## src/rtl/sqrt_stream.sv

```systemverilog
// sqrt_stream -- streaming unsigned fixed-point square root.
//
// Computes the square root of an unsigned Q(WIDTH-FBITS).FBITS radicand with
// a restoring digit-by-digit algorithm that produces one root bit per clock.
// The radicand is scaled left by FBITS so that the integer root of the scaled
// value is already in the same fixed-point format as the input.
// Each operation takes ITER = (WIDTH+FBITS)/2 cycles in CALC.
//
// Build option:
//   SQRT_ROUND_EN  defined   -> out_root is rounded to nearest (saturating);
//                  undefined -> out_root is the truncated root.
//   out_rem is always the unrounded remainder.
//
// Ports:
//   clk, rst_n            clock, asynchronous active-low reset
//   in_valid / in_ready   radicand handshake (in_rad, in_tag)
//   abort                 cancels an operation in CALC
//   busy                  high while a calculation is running
//   out_valid / out_ready result handshake (out_root, out_rem, out_tag)
module sqrt_stream #(
    parameter int WIDTH = 16,
    parameter int FBITS = 8,
    parameter int TAG_W = 4
) (
    input  logic             clk,
    input  logic             rst_n,
    input  logic             in_valid,
    output logic             in_ready,
    input  logic [WIDTH-1:0] in_rad,
    input  logic [TAG_W-1:0] in_tag,
    input  logic             abort,
    output logic             busy,
    output logic             out_valid,
    input  logic             out_ready,
    output logic [WIDTH-1:0] out_root,
    output logic [WIDTH-1:0] out_rem,
    output logic [TAG_W-1:0] out_tag
);

    localparam int ITER = (WIDTH + FBITS) / 2;   // root bits produced
    localparam int RW   = ITER;                  // working root width
    localparam int SW   = WIDTH + FBITS;         // scaled radicand width
    localparam int AW   = WIDTH + 2;             // remainder accumulator width
    localparam int CW   = (ITER > 1) ? $clog2(ITER) : 1;

    typedef enum logic [1:0] {IDLE, CALC, DONE} state_t;

    state_t           state_reg, state_next;
    logic [SW-1:0]    rad_reg;
    logic [AW-1:0]    rem_reg;
    logic [RW-1:0]    root_reg;
    logic [CW-1:0]    cnt_reg;
    logic [TAG_W-1:0] tag_reg;
    logic [WIDTH-1:0] out_root_reg, out_rem_reg;
    logic [TAG_W-1:0] out_tag_reg;

    logic             accept;
    logic             last_iter;
    logic [AW-1:0]    rem_shift, trial, rem_step;
    logic             ge;
    logic [RW-1:0]    root_step;
    logic [WIDTH-1:0] root_ext, root_final;

    assign in_ready  = (state_reg == IDLE) || ((state_reg == DONE) && out_ready);
    assign accept    = in_valid && in_ready;
    assign busy      = (state_reg == CALC);
    assign out_valid = (state_reg == DONE);
    assign last_iter = (cnt_reg == CW'(ITER - 1));

    assign out_root = out_root_reg;
    assign out_rem  = out_rem_reg;
    assign out_tag  = out_tag_reg;

    // One restoring step: bring down the next two radicand bits and try to
    // subtract 4*root+1; success sets the new root bit.
    always_comb begin
        rem_shift = (rem_reg << 2) | AW'(rad_reg[SW-1 -: 2]);
        trial     = {{(AW-RW-2){1'b0}}, root_reg, 2'b01};
        ge        = (rem_shift >= trial);
        rem_step  = ge ? (rem_shift - trial) : rem_shift;
        root_step = {root_reg[RW-2:0], ge};
        root_ext  = {{(WIDTH-RW){1'b0}}, root_step};
    end

`ifdef SQRT_ROUND_EN
    // sqrt(x) >= r + 0.5 exactly when the integer remainder exceeds r.
    always_comb begin
        root_final = root_ext;
        if ((rem_step > {{(AW-RW){1'b0}}, root_step}) && (root_ext != '1))
            root_final = root_ext + WIDTH'(1);
    end
`else
    assign root_final = root_ext;
`endif

    always_ff @(posedge clk or negedge rst_n) begin
        if (!rst_n)
            state_reg <= IDLE;
        else
            state_reg <= state_next;
    end

    always_comb begin
        state_next = state_reg;
        case (state_reg)
            IDLE: if (in_valid) state_next = CALC;
            CALC: begin
                if (abort)
                    state_next = IDLE;
                else if (last_iter)
                    state_next = DONE;
            end
            DONE: begin
                // Retiring and accepting can happen on the same edge.
                if (out_ready)
                    state_next = in_valid ? CALC : IDLE;
            end
            default: state_next = IDLE;
        endcase
    end

    always_ff @(posedge clk or negedge rst_n) begin
        if (!rst_n) begin
            rad_reg      <= '0;
            rem_reg      <= '0;
            root_reg     <= '0;
            cnt_reg      <= '0;
            tag_reg      <= '0;
            out_root_reg <= '0;
            out_rem_reg  <= '0;
            out_tag_reg  <= '0;
        end else begin
            if (accept) begin
                rad_reg  <= {in_rad, {FBITS{1'b0}}};
                rem_reg  <= '0;
                root_reg <= '0;
                cnt_reg  <= '0;
                tag_reg  <= in_tag;
            end else if (state_reg == CALC) begin
                rad_reg  <= rad_reg << 2;
                rem_reg  <= rem_step;
                root_reg <= root_step;
                cnt_reg  <= cnt_reg + CW'(1);
            end

            // Results are published only on a completed, non-aborted run,
            // so they stay put for the whole DONE phase.
            if ((state_reg == CALC) && !abort && last_iter) begin
                out_root_reg <= root_final;
                out_rem_reg  <= rem_step[WIDTH-1:0];
                out_tag_reg  <= tag_reg;
            end
        end
    end

endmodule

```

## config.mk

```make
export PLATFORM = sky130hd
export DESIGN_NAME = sqrt_stream
export DESIGN_NICKNAME = d
export VERILOG_FILES = /design/src/rtl/sqrt_stream.sv
export SDC_FILE = /design/constraint.sdc
export NUM_CORES = 1
export LEC_CHECK = 0
export CAP_MARGIN = 30
export CORE_MARGIN = 2
export CORE_UTILIZATION = 50
export DETAILED_ROUTE_END_ITERATION = 6
export PLACE_DENSITY = 0.72
export SETUP_SLACK_MARGIN = 0.02
export SYNTH_ARGS = -nofsm -noshare
export SYNTH_HDL_FRONTEND = slang
export SYNTH_SLANG_ARGS = --single-unit
```

## constraint.sdc

```tcl
create_clock -name clk -period 4.9 [get_ports clk]
set_clock_uncertainty 0.1 [all_clocks]
set_input_delay 1.47 -clock clk [delete_from_list [all_inputs] [get_ports clk]]
set_output_delay 1.47 -clock clk [all_outputs]
set_load 0.005 [all_outputs]
```

==> summary.txt <==
Floorplanning
  – Die area: between 9000 and 10,000 µm²
  – Total core area: 8220 µm²
  – Die H: ~96 µm
  – Die width: between 90 and 100 µm
  – Initial Util: between 50% and 60%
  – Io pins: 64
  – Row cnt: 33

Status
  – Status: complete, no violations

Timing
  – Final cycle utilization of the critical path: approximately 87%
  – Slew Viols, Final: 0
  – FMAX: 235 MHz
  – Actual slew at the worst max-slew pin: ~0.9 ns
  – Final Critical Period: 4.25 ns
  – RSZ-0062 raised after global routing: false
  – Fin worst setup slack: ~0.65 ns
  – Setup_tns: 0 ns
  – Endpoints failing setup: 0
  – Hold Vio Cnt, Final: 0
  – Relative slew slack: between 30% and 40%

Layout
  – Multi-input gate area: approximately 1900 µm²
  – Fillers: approximately 710
  – Layout cell share with drive strength beyond 1: ~6.4%
  – Nets: between 500 and 600
  – Seq. cell area: 2150 µm²
  – Layout Cells excl Fill: approximately 620
  – Area growth syn-to-layout: 21.6%
  – Diodes inserted: 0

Setup path
  – Worst r2r dst: out_rem[13]$_DFFE_PN0P_
  – Worst setup SP type: input pin
  – Crit. End Element: output port
  – Crit path cell chain: clkdlybuf4s50_1 -> nor2_1 -> nor2_1 -> clkdlybuf4s50_1
  – WS Path Type: in -> out
  – Crit path max fanout: 4
  – Worst path slowest cell: clkdlybuf4s50_1
  – Crit-path leading delay family: buffers and inverters
  – Worst path arrival time: roughly 2.7 ns
  – Worst path bufs/invs: 2
  – Reg-to-reg startpoint: rem_reg[6]$_DFFE_PN0P_
  – Worst EP required: 3.33 ns
  – Worst reg-to-reg path cell count: 7
  – R2r setup slk: 2.11 ns
  – Biggest cell delay along the critical path: around 0.54 ns

Logic synthesis
  – Synth area leaders: dfrtp_1 51%, nand2_1 8.9%, o21ai_0 4.8%
  – Number of flops mapped to enable cells by yosys: 0
  – Most frequent cell after synthesis: nand2_1
  – Cell taking the most area after synthesis: dfrtp_1
  – FF+latch count, synth: 86
  – Area share of the leading cell type in the synthesized netlist: 50.8%
  – Commonest cells in the netlist: 100 x nand2_1, 86 x dfrtp_1, 41 x o21ai_0, 38 x nand3_1, 20 x inv_1
  – Seq/Total Area, Yosys: approximately half
  – Synth unique cells: 47
  – Avg Inst Size Synth: around 9.3 µm²
  – Primary FF master, synth: dfrtp_1
  – Mapped cell area: approximately 4200 µm²
  – YS warnings: 0
  – Post-Synthesis Cells: approximately 460
  – FFs w/ async S/R, synth: 100%

Place
  – Placed cell count: approximately 600
  – Setup WS pre-CTS: between 0.6 and 0.7 ns
  – Port Buffers: 59
  – Final HPWL from detailed placement: 6.20 mm
  – GPL Wtd Cong: roughly 0.84

CTS
  – Clock root cell: clkbuf_8
  – CTS tree: yes
  – H-tree levels: 3
  – CTS clk-pin slew, worst paths: about 0.080 ns
  – CTS Buf Count: 9
  – Cts repair resizes: 0
  – Max Buffers Root-to-Sink: 2
  – Post-CTS Setup Bufs: 0
  – # hold bufs at CTS: 0
  – CTS Sinks: 86
  – Worst-Skew Late Latency: 0.36 ns

Power
  – Power, Total: roughly 3.8 mW
  – LEAKAGE: 2.38 nW
  – Power Dens Cells: around 730 nW/µm²
  – Maximum vdd ir drop: roughly 0.0003 V

Drt
  – DRC: 0
  – Routed WL: 8.94 mm
  – DRT antenna net count: 0
  – DR iter-0 viols: between 100 and 150
  – Routed vias: ~3,400
  – Via/cell ratio: 5.42
  – WL per Instance: between 10 and 15 µm
  – Initial DRT Pass Iterations: 4

Global routing
  – First-pass GRT wire length: 15.5 mm
  – Largest net degree at the start of global routing: 57
  – Total gr overflow: 0
  – Met1 global-route usage: between 20% and 30%
  – Top Usage Layer GRT: met2
  – Vias in the first global route: 3,337
  – Initial antenna violation count: 0
  – Grt met2 use: a little over a third
  – GRT Total Usage: between 20% and 30%
  – Routing usage on met3: 5.40%

Min path
  – Worst hold path type: reg -> reg
  – Hold Path Depth: 2
  – Worst hold endpoint: out_root[10]$_DFFE_PN0P_
  – Hold Path Origin: out_root[10]$_DFFE_PN0P_

Job
  – # Max-Cap Violations: 0
## tightest hold or removal path: cells and delay by family (launching register included)
| family | cells | cell delay [ns] |
|---|---|---|
| and+or+nand+nor | 1 | 0.05 |
| DFF | 1 | 0.35 |
| AOI/OAI and AO/OA | 1 | 0.06 |
## cells in the final DEF (no fill, tap or decap), drive strengths merged, types with 3 or more instances in the layout
cell type / count
bufinv: 3
xnor2: 9
nor3: 3
clkbuf: 11
o21ai: 56
nand2: 100
o21a: 3
inv: 20
a22oi: 13
clkdlybuf4s50: 58
a21oi: 16
dfrtp: 86
xor2: 6
o31ai: 3
nor2: 11
ha: 15
nand3: 38
nand4: 5
mux2i: 10
conb: 4
buf: 8
nor2b: 3
o211ai: 7
## final cells by class
cell class / instances / share of cell area [%]
multi-input cells: 325 / 36.5
repair buffers: 66 / 12.8
clock inverters: 5 / 2.06
flip-flops and latches: 86 / 41.8
inverters: 21 / 1.53
clock buffers: 11 / 2.74
well taps: 105 / 2.55
## through the flow
| stage | instance area (µm²) | hold slack [ns] | util [%] |
|---|---|---|---|
| global route | 5150 | 0.409 | 62.7 |
| CTS | 5150 | 0.385 | 62.7 |
| floorplan | 4250 | 0.336 | - |
| global placement | 4880 | 0.348 | 59.4 |
| finish | 5150 | 0.379 | 62.7 |
| detailed placement | 4900 | 0.364 | 59.7 |
## cell families (layout without fill, tap and decap cells)
| group | after synthesis | in the layout | share of synthesized area (%) |
|---|---|---|---|
| flops | 86 | 86 | 50.8 |
| buf+inv | 50 | 103 | 5.14 |
| compound gates | 112 | 112 | 16.2 |
| xor+xnor | 15 | 15 | 3.10 |
| mux | 12 | 12 | 2.98 |
| fa+ha+maj | 15 | 15 | 4.43 |
| simple gates | 167 | 167 | 17.3 |
| other cells | 1 | 4 | 0.0885 |
## how the worst max path moves through the flow
stage / end / cells past startpoint / slack, ns / from
6_report: in_ready / 4 / 0.65 / out_ready
5_1_grt: in_ready / 4 / 0.62 / out_ready
4_1_cts: in_ready / 4 / 0.65 / out_ready
3_5_place_dp: in_ready / 4 / 0.66 / out_ready
3_3_place_gp: in_ready / 4 / 0.68 / out_ready
2_1_floorplan: in_ready / 2 / 1.70 / out_ready
## layer usage
metal | wire (µm) | part of all wire, %
met5 | 0 | 0
met4 | 95 | 1.1
met3 | 418 | 4.7
met2 | 4270 | 48
met1 | 4150 | 46
## where the power goes
part | total (mW) | internal, mW | leakage (nW) | switching [mW]
sequential | 1.20 | 1.01 | 1.08 | 0.192
combinational | 1.96 | 0.880 | 1.18 | 1.08
clock | 0.609 | 0.354 | 0.120 | 0.255
No activity file was read; power rests on OpenSTA's default activity.
